## config.mk

```make
export PLATFORM = sky130hd
export DESIGN_NAME = instr_fetch_responder
export DESIGN_NICKNAME = d
export VERILOG_FILES = /design/src/rtl/if_pkg.sv /design/src/rtl/byte_word_assembler.sv /design/src/rtl/instr_fetch_responder.sv
export SDC_FILE = /design/constraint.sdc
export NUM_CORES = 1
export LEC_CHECK = 0
export CAP_MARGIN = 10
export CORE_ASPECT_RATIO = 0.75
export CORE_UTILIZATION = 47
export DETAILED_ROUTE_END_ITERATION = 8
export PLACE_DENSITY = 0.87
export SYNTH_ARGS = -nofsm -noshare
export SYNTH_HDL_FRONTEND = slang
export SYNTH_SLANG_ARGS = --single-unit
```

## constraint.sdc

```tcl
create_clock -name clk -period 2.35 [get_ports clk]
set_clock_uncertainty 0.1 [all_clocks]
set_input_delay 0.47 -clock clk [delete_from_list [all_inputs] [get_ports clk]]
set_output_delay 0.47 -clock clk [all_outputs]
set_load 0.1 [all_outputs]
```

## src/rtl/if_pkg.sv

```systemverilog
// if_pkg: shared types and constants for the instruction fetch responder
package if_pkg;
  typedef enum logic [1:0] {S_IDLE, S_FETCH, S_ABORT} fetch_state_t;
  localparam int BYTES_PER_WORD = 4;
  localparam logic [31:0] NOP_WORD_DEFAULT = 32'h0000_0000;
endpackage

```

## src/rtl/byte_word_assembler.sv

```systemverilog
// byte_word_assembler: beat counter and little-endian byte-lane register for one word
module byte_word_assembler
  import if_pkg::*;
(
  input  logic        clk,
  input  logic        rst,
  input  logic        clear,
  input  logic        load,
  input  logic        beat,
  input  logic [7:0]  byte_in,
  output logic [1:0]  cnt,
  output logic        last_beat,
  output logic [31:0] word
);
  logic [31:0] lanes;
  assign last_beat = cnt == 2'(BYTES_PER_WORD - 1);
  // word includes the byte landing this cycle so the final beat can commit in one step
  always_comb begin
    word = lanes;
    if (load) word[{cnt, 3'b000} +: 8] = byte_in;
  end
  always_ff @(posedge clk or negedge rst) begin
    if (!rst) begin
      cnt   <= '0;
      lanes <= '0;
    end else begin
      cnt   <= clear ? 2'd0 : beat ? cnt + 2'd1 : cnt;
      lanes <= word;
    end
  end
endmodule

```

## src/rtl/instr_fetch_responder.sv

```systemverilog
// instr_fetch_responder: serves 32-bit fetches from a byte-wide memory with a one-word tagged buffer
module instr_fetch_responder
  import if_pkg::*;
#(
  parameter int          ADDR_W   = 32,
  parameter logic [31:0] NOP_WORD = NOP_WORD_DEFAULT
) (
  input  logic              clk,
  input  logic              rst,
  input  logic              fetch_req,
  input  logic [ADDR_W-1:0] fetch_addr,
  input  logic              flush,
  output logic              fetch_valid,
  output logic [31:0]       fetch_instr,
  output logic              fetch_stall,
  output logic              misaligned,
  output logic              mem_rd,
  output logic [ADDR_W-1:0] mem_addr,
  input  logic [7:0]        mem_rdata,
  input  logic              mem_ready
);
  fetch_state_t      state;
  logic [ADDR_W-1:0] tag;
  logic              tag_valid;
  logic [31:0]       word_q;
  logic [31:0]       asm_word;
  logic [1:0]        cnt;
  logic              last_beat, idle, hit, mis, start, take;
  assign idle = state == S_IDLE;
  // rst gates the decode so stall/valid drop at once even with fetch_req held high
  assign hit = rst & idle & fetch_req & tag_valid & (fetch_addr == tag);
  assign mis = rst & idle & fetch_req & (fetch_addr[1:0] != 2'b00);
  assign fetch_valid = (hit | mis) & ~flush;
  assign fetch_instr = mis ? NOP_WORD : word_q;
  assign misaligned = mis;
  assign fetch_stall = rst & (idle ? fetch_req & ~hit & ~mis & ~flush : 1'b1);
  assign start = idle & fetch_stall;
  assign take = (state == S_FETCH) & mem_ready & ~flush;
  byte_word_assembler u_asm (
    .clk       (clk),
    .rst       (rst),
    .clear     (start),
    .load      (take),
    .beat      (take),
    .byte_in   (mem_rdata),
    .cnt       (cnt),
    .last_beat (last_beat),
    .word      (asm_word)
  );
  // the committed word only changes on the final beat, so an aborted fetch leaves the buffer intact
  always_ff @(posedge clk or negedge rst) begin
    if (!rst) begin
      state     <= S_IDLE;
      tag       <= '0;
      tag_valid <= 1'b0;
      word_q    <= '0;
      mem_rd    <= 1'b0;
      mem_addr  <= '0;
    end else begin
      case (state)
        S_IDLE: if (start) begin
          state    <= S_FETCH;
          mem_rd   <= 1'b1;
          mem_addr <= {fetch_addr[ADDR_W-1:2], 2'b00};
        end
        S_FETCH: if (flush) begin
          state <= mem_ready ? S_IDLE : S_ABORT;
          if (mem_ready) begin
            mem_rd   <= 1'b0;
            mem_addr <= '0;
          end
        end else if (mem_ready) begin
          if (last_beat) begin
            state     <= S_IDLE;
            mem_rd    <= 1'b0;
            mem_addr  <= '0;
            tag       <= {mem_addr[ADDR_W-1:2], 2'b00};
            tag_valid <= 1'b1;
            word_q    <= asm_word;
          end else mem_addr[1:0] <= cnt + 2'd1;
        end
        S_ABORT: if (mem_ready) begin
          state    <= S_IDLE;
          mem_rd   <= 1'b0;
          mem_addr <= '0;
        end
        default: state <= S_IDLE;
      endcase
    end
  end
endmodule

```

## Yosys cells after proc, flatten, opt, wreduce, memory -nomap -nowiden

Cells that the tools add are included.
W data, S select, Z words.

- Flip-flop bits (word level): 132
- Input port bits: 45
- Output and inout port bits: 68

- Bitwise gates (word level): 17
- Add/sub/neg operators: 2
- Reductions and logical operators: 8
- Equal/unequal tests: 8
- Mux-type cells: 26
- Shift-type cells: 2

Operator list:

| cell | count |
|---|---|
| $mux W32 | 6 |
| $pmux W32 S3 | 1 |
| $bwmux W32 | 1 |
| $eq A32 B32 Y1 | 1 |
| $shift A8 B7 Y32 const A | 1 |
| $shiftx A8 B7 Y32 | 1 |
| $mux W30 | 1 |
| $mux W2 | 9 |
| $and A1 B1 Y1 | 13 |
| $reduce_and A4 Y1 | 3 |
| $neg A5 Y7 | 1 |
| $mux W1 | 6 |
| $ne A3 B3 Y1 const B | 2 |
| $pmux W2 S3 | 1 |
| $eq A2 B2 Y1 const B | 2 |
| $reduce_bool A2 Y1 | 2 |
| $not A1 Y1 | 3 |
| $pmux W1 S3 | 1 |
| $reduce_and A3 Y1 | 1 |
| $reduce_bool A3 Y1 | 1 |
| $add A2 B1 Y2 const B | 1 |
| $eq A2 B1 Y1 const B | 1 |
| $logic_not A2 Y1 | 1 |
| $ne A2 B1 Y1 const B | 1 |
| other kinds (2) | 2 |

## Depth between registers and ports, before layout

- Depth in word-level cells: 14
- Gate-level depth with buffers: 10
- Mapped depth without buffers: 9

## Cells and area by module

From an unflattened synthesis, not the netlist that was laid out.

- Cell total of the unflattened synthesis: 516
- Area, all modules: 6412.4 um2

By module, submodules not included:

| module | cells an instance | area each (um2) | sequential area each (um2) | times used |
|---|---|---|---|---|
| instr_fetch_responder | 401 | 4860.9 | 2452.4 | 1 |
| byte_word_assembler | 115 | 1551.5 | 850.8 | 1 |

## Least setup slack after synthesis

No wires, ideal clock.

- Path type: register to output
- From: register state[0]
- To: output port fetch_valid
- Setup slack: -1.055 ns
- Cell stages (with the launch flop): 8
- Arrival time: 2.835 ns
- Cells stage by stage: dfrtp_1 inv_1 ha_1 and3_4 nand4_4 nor4_4 nand2_2 a21oi_1

- Cells in the longest elaborated chain, start to end: 7

Ends and longest elaborated chain:

| item | RTL line | RTL |
|---|---|---|
| from (decl) | instr_fetch_responder.sv:22 | `fetch_state_t state;` |
| from (signal assigned) | instr_fetch_responder.sv:67 | `state <= mem_ready ? S_IDLE : S_ABORT;` |
| $logic_not A2 Y1 * | instr_fetch_responder.sv:29 | `assign idle = state == S_IDLE;` |
| $and A1 B1 Y1 * (2 in a row) | instr_fetch_responder.sv:31, instr_fetch_responder.sv:32 |  |
| $and A1 B1 Y1 (2 in a row) | instr_fetch_responder.sv:31 | `assign hit = rst & idle & fetch_req & tag_valid & (fetch_addr == tag);` |
| $or A1 B1 Y1 * | instr_fetch_responder.sv:33 | `assign fetch_valid = (hit \| mis) & ~flush;` |
| $and A1 B1 Y1 * | instr_fetch_responder.sv:33 |  |
| to (decl) | instr_fetch_responder.sv:13 | `output logic fetch_valid,` |

Every way passes the cells marked *; elsewhere a longest branch is shown, timed or not.

## Worst setup path in the final report

- From: input port fetch_addr[13]
- To: output port fetch_stall

- Cells in the longest elaborated chain, start to end: 8

Ends and longest elaborated chain:

| item | RTL line | RTL |
|---|---|---|
| from (decl) | instr_fetch_responder.sv:11 | `input logic [ADDR_W-1:0] fetch_addr,` |
| $eq A32 B32 Y1 | instr_fetch_responder.sv:31 |  |
| $and A1 B1 Y1 | instr_fetch_responder.sv:31 |  |
| $not A1 Y1 | instr_fetch_responder.sv:36 | `assign fetch_stall = rst & (idle ? fetch_req & ~hit & ~mis & ~flush : 1'b1);` |
| $and A1 B1 Y1 (3 in a row) | instr_fetch_responder.sv:36 |  |
| $mux W1 | instr_fetch_responder.sv:36 |  |
| $and A1 B1 Y1 | instr_fetch_responder.sv:36 |  |
| to (decl) | instr_fetch_responder.sv:15 | `output logic fetch_stall,` |

No other way between the ends.

==> qor.txt <==
die height = 99.1 microns
fillers = 812
DP HPWL = 10000 microns
Synth Area in Compound Gates = 0.0975
Worst Hold Class = in -> async
layout cell share with drive strength beyond 1 = 0.424
Reg-to-Reg End = state[0]
multiplexer area fraction after synthesis = 0.122
crit end category = output port
vias in the first global route = 4468
Main synth FF type = dfrtp_1
worst vdd ir = 0.734 mV
worst-skew pair later-pin latency = 0.41 ns
Post-DRT Antenna Nets = 0
Synth Net Count = 536
grt ovf = 0
detail-routed via count per cell = 5.35
Post-Syn Area per Cell = 12.3 sq um
Leak Pwr = 4.14 nW
first-pass GRT wire length = 23800 microns
GRT Total Usage = 0.236
final worst slack = -0.339 ns
status = complete, but fails checks
Worst R2R Path Depth = 9
Yosys top cell by area = dfrtp_1
synthesis-to-finish area growth = 45.9%
core area = 12300 sq um
Final Hold Vio Count = 0
Yosys reg bits = 132
Cell Chain, Critical Path = clkdlybuf4s50_1 -> xnor2_2 -> nand4_1 -> nor4_4 -> nand2_2 -> and3_4 -> o21a_4 -> buf_12
top cells by area, synth = dfrtp_1 56%, mux2_2 12%, xnor2_1 4.6%
DR pass1 iterations = 4
fin util = 0.702
Post-synth EDFFs = 0
clock buffer depth = 2
area of the multi-input gates = 2650 sq um
Worst EP required = 1.78 ns
Worst-Margin Slew = 0.690 ns
Register Area = 3300 sq um
top cell type's share of synthesized area = 0.560
clk root buf = clkbuf_16
max cap viols = 0
sequential fraction of the synthesis area = 0.560
Slew Limit Headroom = 0.540
Final Setup Violations = 35
WP depth = 8
Port Buffers = 112
most numerous cell in the Yosys netlist = dfrtp_1
Via Count = 4371
Setup crit start kind = input pin
CP Max Fanout = 2
largest net degree at the start of global routing = 56
initial antenna violation count = 0
Cell Pwr Density = 1250 nW/um^2
ANT cells = 0
Worst Path Buf+Inv = 2
CTS tree = done
crit-path max cell delay = 0.55 ns
initial drt markers = 326
Peak Freq = 372 MHz
Routed WL = 15100 microns
Synth Area in Adders = 0.0233
Clk pin slew, worst setup/hold paths = 0.06 ns
num rows = 35
Post-Synthesis Cells = 480
WL/cell = 18.5 microns
area of the die = 13000 sq um
Synth Area in Simple Gates = 0.124
Final Wtd Congestion = 0.792
Setup TNS Final = -7.35 ns
# IOs = 113
critical path class = in -> out
RSZ-0062 raised after global routing = true
ys async rst share = 1.00
DRC viols = 0
failing checks = setup timing
Netlist Area Pre-Place = 5900 sq um
cts hold-fix bufs = 0
TritonCTS Sinks = 132
chip width = 131 microns
yosys warns = 0
synth cell count leaders = 132 x dfrtp_1, 70 x nand2_1, 62 x mux2_2
cell at the slowest stage of the critical path = clkdlybuf4s50_1
H-tree depth = 4
xor/xnor cell area share of the yosys netlist = 0.0460
period utilisation layout = 1.14
largest family of logic cells by synthesized area = simple AND/OR/NAND/NOR gates
Worst Path Arrival = 2.12 ns
R2R Path Start = state[1]
CP delay by family, top = buffers and inverters
post-route cell area = 8610 sq um
Synth cell types = 43
number of CTS-inserted buffers = 17
reg-to-reg setup timing slack = 0.04 ns
Tmin final = 2.69 ns
Tot Pwr = 10.8 mW
initial cell density of the core = 0.481
Post-DP Area = 7780 sq um
max-slew violations = 0
Final Net Count = 696
## routing by layer
metal / vias to the layer above / share of wire / track usage
met2: 134 / 0.49 / 0.375
met5: - / 0 / 0
met3: 35 / 0.049 / 0.0571
met4: 0 / 0.025 / 0.0832
li1: 1994 / - / -
met1: 2208 / 0.44 / 0.317
## through the flow
| step | setup WS (ns) | hold WS [ns] | std cells |
|---|---|---|---|
| 2_1_floorplan | -0.0781 | 0.0744 | 480 |
| 3_3_place_gp | -0.592 | 0.343 | 775 |
| 3_5_place_dp | -0.596 | 0.374 | 775 |
| 4_1_cts | -0.378 | 0.0808 | 813 |
| 5_1_grt | -0.430 | 0.117 | 817 |
| 6_report | -0.339 | 0.0747 | 817 |
## final cells by class
cell class              count  share of cell area
inverters                   7             0.00334
clock inverters            10             0.00988
repair buffers            161               0.218
flip-flops and latches    132               0.384
clock buffers              20              0.0530
well taps                 166              0.0241
multi-input cells         321               0.308
## registers in the layout, indices dropped and copies added, names as in the netlist
| name | flops |
|---|---|
| mem_addr | 32 |
| u_asm.lanes | 32 |
| word_q | 32 |
| tag | 30 |
| state | 2 |
| u_asm.cnt | 2 |
| mem_rd | 1 |
| tag_valid | 1 |
## report_power, final
part | total [mW] | switching, mW | internal [mW]
combinational | 5.21 | 3.38 | 1.83
sequential | 3.17 | 0.371 | 2.80
clock | 2.41 | 0.919 | 1.49
## timing repair
item                                    CTS  global route
endpoints found under the hold margin     0             0
gates resized for setup                  63            28
buffers inserted                          4             6
pin swaps                                41            19
endpoints found under the setup margin   68            67
cloned                                    4             0
## placed cells by master, fill, tap and decap left out, types with 16 or more instances in the layout
master,count
dlygate4sd2_1,16
mux2_2,62
o21ai_0,32
clkbuf_16,17
nand2_1,69
and2_4,32
buf_12,41
dfrtp_1,132
a22o_1,30
xnor2_1,21
clkdlybuf4s50_1,17
buf_4,70
## cell families after synthesis
kind of cell / after synthesis
compound gates: 83
flops: 132
mux: 64
fa+ha+maj: 11
simple gates: 132
xor+xnor: 31
buf+inv: 27
## worst max path at each step
stage / from / to / slack [ns]
finish: fetch_addr[13] / fetch_stall / -0.34
global route: tag[20] / fetch_stall / -0.43
floorplan: state[1] / fetch_valid / -0.08
detailed placement: fetch_addr[1] / fetch_stall / -0.60
global placement: fetch_addr[1] / fetch_stall / -0.59
CTS: state[0] / fetch_stall / -0.38
## worst reg2reg max path: stages (launching register included)
cell and delay, ns:
dfrtp_1 0.39, inv_2 0.09, buf_4 0.11, buf_4 0.10, ha_1 0.22, nand2b_1 0.14
buf_4 0.18, o21ai_0 0.38, a21oi_2 0.14, mux2_1 0.33
Power figures use the tool's default switching activity.
==> patch 1 (same settings) <==
`ADDR_W`: 32 -> 36.
--- a/src/rtl/instr_fetch_responder.sv
+++ b/src/rtl/instr_fetch_responder.sv
@@ -2,7 +2,7 @@
 module instr_fetch_responder
   import if_pkg::*;
 #(
-  parameter int          ADDR_W   = 32,
+  parameter int          ADDR_W   = 36,
   parameter logic [31:0] NOP_WORD = NOP_WORD_DEFAULT
 ) (
   input  logic              clk,
Ports: changed (resized fetch_addr and mem_addr); port bits go from 113 to 121. The function was not compared with the original's and may differ.
==> patch 1 against the unedited design <==
  * The run still ends with negative setup slack left
  * Power grew 25%
  * Non-clock buffer count is 21 higher
  * Worst setup slack lost 0.34 ns
  * Core utilization up 3.3 points
  * Cell area grew 6.9%
  * Synthesized area increased by 4.3%
  * Sequential cell count grew 8
  * Wire length increased by 13%
  * Count of clock-buffer cells in the layout fell by 1
  * First-iteration DRC count up 5.5%
  * Maximum frequency decreased by 11%
  * Critical endpoint unchanged
  * Largest cell class unchanged
==> patch 1: results (changes against the unedited design) <==
Placement
The worst setup timing slack at the placement stage came to -0.816 ns (-0.220 ns). The routability congestion estimate from global placement is 0.849 (+7.1%). The HPWL after detailed placement is 10,800 um (+7.6%). The number of port buffers is 120 (+7.1%). The number of cells in the design after placement came to 814 (+5.0%).

GRT
The via count of the first global-routing pass is 4,974 (+11%). The maximum number of pins on one net before global-route repair is 77 (+38%). The global-route usage over all layers was 0.259 (+0.0229). The initial antenna violation count is 2 (+2).

The global routing met2 resource utilization is 0.418 (+0.0424). The met1 track demand over resource in global routing came to 0.341 (+0.0239).

Detailed routing
The detail-routed via count per cell is 5.47 (+2.2%). The met3 wirelength from detailed routing is 846 um (+15%). The final routed wirelength across all metal layers is 17,100 um (+13%). The length of routed met2 wiring is 8560 um (+16%). The routed wire length per instance is 19.7 um (+6.0%).

Synth
The cell count after synthesis came to 508 (+5.8%).

Critical path
The worst reg2reg path startpoint is tag[24]$_DFFE_PN0P_. The worst reg2reg path depth is 13 (+4). The register-to-register setup slack is -0.47 ns (-0.51 ns). The peak per-stage delay on the critical path is 0.43 ns (-0.12 ns). The worst register-to-register path ends at mem_rd$_DFFE_PN0P_.

The launching instance or port of the critical path is fetch_addr[6].

Pwr
The power dissipated in the clock network is 2.51 mW (+4%). The static power due to leakage was 4.48 nW (+8.2%). The fraction of power consumed by sequential logic is 0.273 (-0.021). The maximum vdd ir drop was 0.940 mV (+28%). The flip-flop and latch power was 3.67 mW (+16%). The design internal power is 7.34 mW (+20%).

STA
The number of failing setup endpoints in the final timing report is 74 (+110%). The remaining max-slew budget at the tightest pin was 0.344 (-0.196). The final worst setup slack is -0.675 ns (-0.335 ns).

Run status
The flow ran to the end, but the final reports show violations. The final reports fail on negative setup slack.

Clocking
The quantity of gates resized following cts is 72 (+14%).

Final layout
The largest registers in the layout are mem_addr x36, tag x34. The filler cell count in the final layout was 829 (+2.1%). The layout cell share with drive strength beyond 1 is 0.423 (-0.00111). The final net count was 747 (+7.3%).
[patch 1: stage by stage]
| step | area [um2] | hold slack [ns] |
|---|---|---|
| floorplan | 6270 | 0.0744 |
| global placement | 8200 | 0.350 |
| detailed placement | 8200 | 0.373 |
| CTS | 9090 | 0.272 |
| global route | 9210 | 0.277 |
| finish | 9210 | 0.258 |
[patch 1: area by class of cell]
type	count	area [um2]	share of cell area
diodes	2	5.00	0.000544
repair buffers	182	2140	0.233
inverters	6	26.3	0.00285
clock inverters	13	119	0.0129
multi-input cells	340	2770	0.301
flip-flops and latches	140	3500	0.380
well taps	166	208	0.0226
clock buffers	19	433	0.0470
[patch 1: cells by family after synthesis]
family	Yosys count	share of synthesized area
DFF	140	0.569
and+or+nand+nor	144	0.118
muxes	68	0.124
AOI/OAI and AO/OA	82	0.0939
xor gates and xnor gates	35	0.0498
adders and majority gates	11	0.0224
buffers and inverters	28	0.0222
==> patch 2 (same flow settings) <==
Without the edit above. Encoding of `fetch_state_t`: now one-hot (3 bits for 3 states).
--- a/src/rtl/if_pkg.sv
+++ b/src/rtl/if_pkg.sv
@@ -1,6 +1,6 @@
 // if_pkg: shared types and constants for the instruction fetch responder
 package if_pkg;
-  typedef enum logic [1:0] {S_IDLE, S_FETCH, S_ABORT} fetch_state_t;
+  typedef enum logic [2:0] {S_IDLE = 3'b001, S_FETCH = 3'b010, S_ABORT = 3'b100} fetch_state_t;
   localparam int BYTES_PER_WORD = 4;
   localparam logic [31:0] NOP_WORD_DEFAULT = 32'h0000_0000;
 endpackage
Check against the original RTL: same outputs for any inputs over 4 cycles, from zero or initial values and one cycle with rst low; so few cycles prove little.
==> patch 2 against the unedited design <==
  * Critical path type is now reg2out
  * Worst hold slack gained 0.057 ns
  * The flow still finishes with violations (negative setup slack)
  * Sequential cell count grew 1
  * Worst setup slack lost 0.21 ns
  * Critical endpoint unchanged
  * Synthesized area shrank 2.0%
  * Final cell count grew 1.6%
  * Cell area grew 4.2%
  * Wire length grew 15%
  * First-iteration DRC count grew 41%
Power is not compared: it rests on default switching activity, and its combinational part moved more than twofold at a synthesized area within 25%.
==> patch 2: results (changes against the unedited design) <==
Synth
The register area share after synthesis is 0.576 (+0.0162). The post-synthesis instance area was 0.00578 mm2 (-2.0%). The cell count after synthesis is 483 (+0.63%). Yosys attributes the largest share of cell area to sky130_fd_sc_hd__dfrtp_1, sky130_fd_sc_hd__mux2_2, sky130_fd_sc_hd__nand2_1. The post-synthesis net count was 534 (-0.37%).

Clocking
The clock sink total came to 133 (+0.76%).

Critical path
The worst reg2reg path depth is 8 (-1).

Detailed routing
The routed length on met1 is 7290 um (+9.5%). The detail-routed via count per cell was 5.58 (+4.3%). The routed wire length per instance was 21.0 um (+13%).

GRT
The global-route usage over all layers is 0.271 (+0.0353). The global routing met2 resource utilization is 0.425 (+0.0499). The maximum number of pins on one net before global-route repair came to 72 (+29%). The first-pass GRT wire length is 25,900 um (+8.8%). The met1 track demand over resource in global routing was 0.368 (+0.0516).

STA
The sum of negative setup slack is -14.89 ns (-7.54 ns). The actual slew at the worst max-slew pin came to 0.896 ns (+0.206 ns). The final worst setup slack is -0.547 ns (-0.208 ns).

The number of failing setup endpoints in the final timing report was 36 (+2.9%).

Final layout
The sequential cell area is 0.00333 mm2 (+0.80%). The share of final layout cell area taken by clock buffers and inverters is 0.0667 (+0.00375). The total number of multi-input combinational cells is 327 (+1.9%).

The multi-input logic portion of the cell area is 0.312 (+0.00366). The non-clock buffer count in the final layout is 175 (+8.7%). The filler cell count in the final layout is 675 (-17%). The relative area of non-clock buffer cells in the final design is 0.227 (+0.00910).

The total area of multi-input combinational cells is 0.00280 mm2 (+5.4%). The layout cell share with drive strength beyond 1 is 0.433 (+0.00867). The inverter count was 2 (-5).

Placement
The number of cells in the design after placement is 785 (+1.3%). The post-detailed-placement cell area is 0.00797 mm2 (+2.5%). The HPWL after detailed placement came to 10,300 um (+2.8%).

Run status
The final reports fail on negative setup slack. The run finished, with violations left.
-- patch 2: cell types whose count changed in the layout (fill, tap and decap cells not counted), moves of 6 or more --
cell,delta
sky130_fd_sc_hd__nor2_1,+9
sky130_fd_sc_hd__clkdlybuf4s50_1,-6
sky130_fd_sc_hd__and2_4,-32
sky130_fd_sc_hd__o21ai_0,-23
sky130_fd_sc_hd__nor2b_4,+32
sky130_fd_sc_hd__o21ai_1,+17
sky130_fd_sc_hd__dlygate4sd2_1,+16
sky130_fd_sc_hd__dlymetal6s2s_1,-10
sky130_fd_sc_hd__buf_4,+9
-- patch 2: path summary, 6_finish.rpt --
path / startpoint / endpoint / slack, ns
min in group clk: fetch_addr[4] / mem_addr[4]$_DFFE_PN0P_ / 0.35
max: tag[18]$_DFFE_PN0P_ / fetch_stall / -0.55
min: rst / mem_addr[21]$_DFFE_PN0P_ / 0.13
min reg2reg: u_asm.lanes[14]$_DFF_PN0_ / u_asm.lanes[14]$_DFF_PN0_ / 0.40
max in group asynchronous: rst / u_asm.lanes[16]$_DFF_PN0_ / 1.22
max reg2reg: state[1]$_DFFE_PN0P_ / word_q[24]$_DFFE_PN0P_ / -0.01
-- patch 2: what timing repair did --
item	4_1_cts	5_1_grt
resized for setup	63	31
cloned	1	0
setup buffers	11	4
endpoints found under the setup margin	45	93
pin swaps	17	2
-- patch 2: kinds of logic (layout without fill, tap and decap cells) --
group                      after synthesis  count (layout)  share of synthesized area
DFF                                    133             133                      0.576
and+or+nand+nor                        155             155                      0.139
adders and majority gates                6               6                     0.0130
xor gates and xnor gates                32              32                     0.0485
buffers and inverters                   23             208                     0.0177
AOI/OAI and AO/OA                       72              72                     0.0855
muxes                                   62              62                      0.121
-- patch 2: report_power, final --
| part | switching, mW | internal [mW] |
|---|---|---|
| clock | 1.02 | 1.69 |
| sequential | 0.145 | 2.46 |
| combinational | 1.52 | 0.493 |
| total | 2.68 | 4.64 |
-- patch 2: stage by stage --
stage | power [mW] | setup slack [ns]
global placement | 4.55 | -0.741
finish | 7.33 | -0.547
detailed placement | 4.58 | -0.760
global route | 7.52 | -0.623
floorplan | 4.01 | -0.391
CTS | 7.30 | -0.527
-- patch 2: worst max-delay path, cell delays in order (launching register included) --
cell and delay (ns):
sky130_fd_sc_hd__dfrtp_1 0.40, sky130_fd_sc_hd__xnor2_2 0.19, sky130_fd_sc_hd__nand4_1 0.13, sky130_fd_sc_hd__nor2_1 0.07
sky130_fd_sc_hd__and4_4 0.20, sky130_fd_sc_hd__or4b_4 0.53, sky130_fd_sc_hd__a21boi_4 0.21, sky130_fd_sc_hd__buf_12 0.19
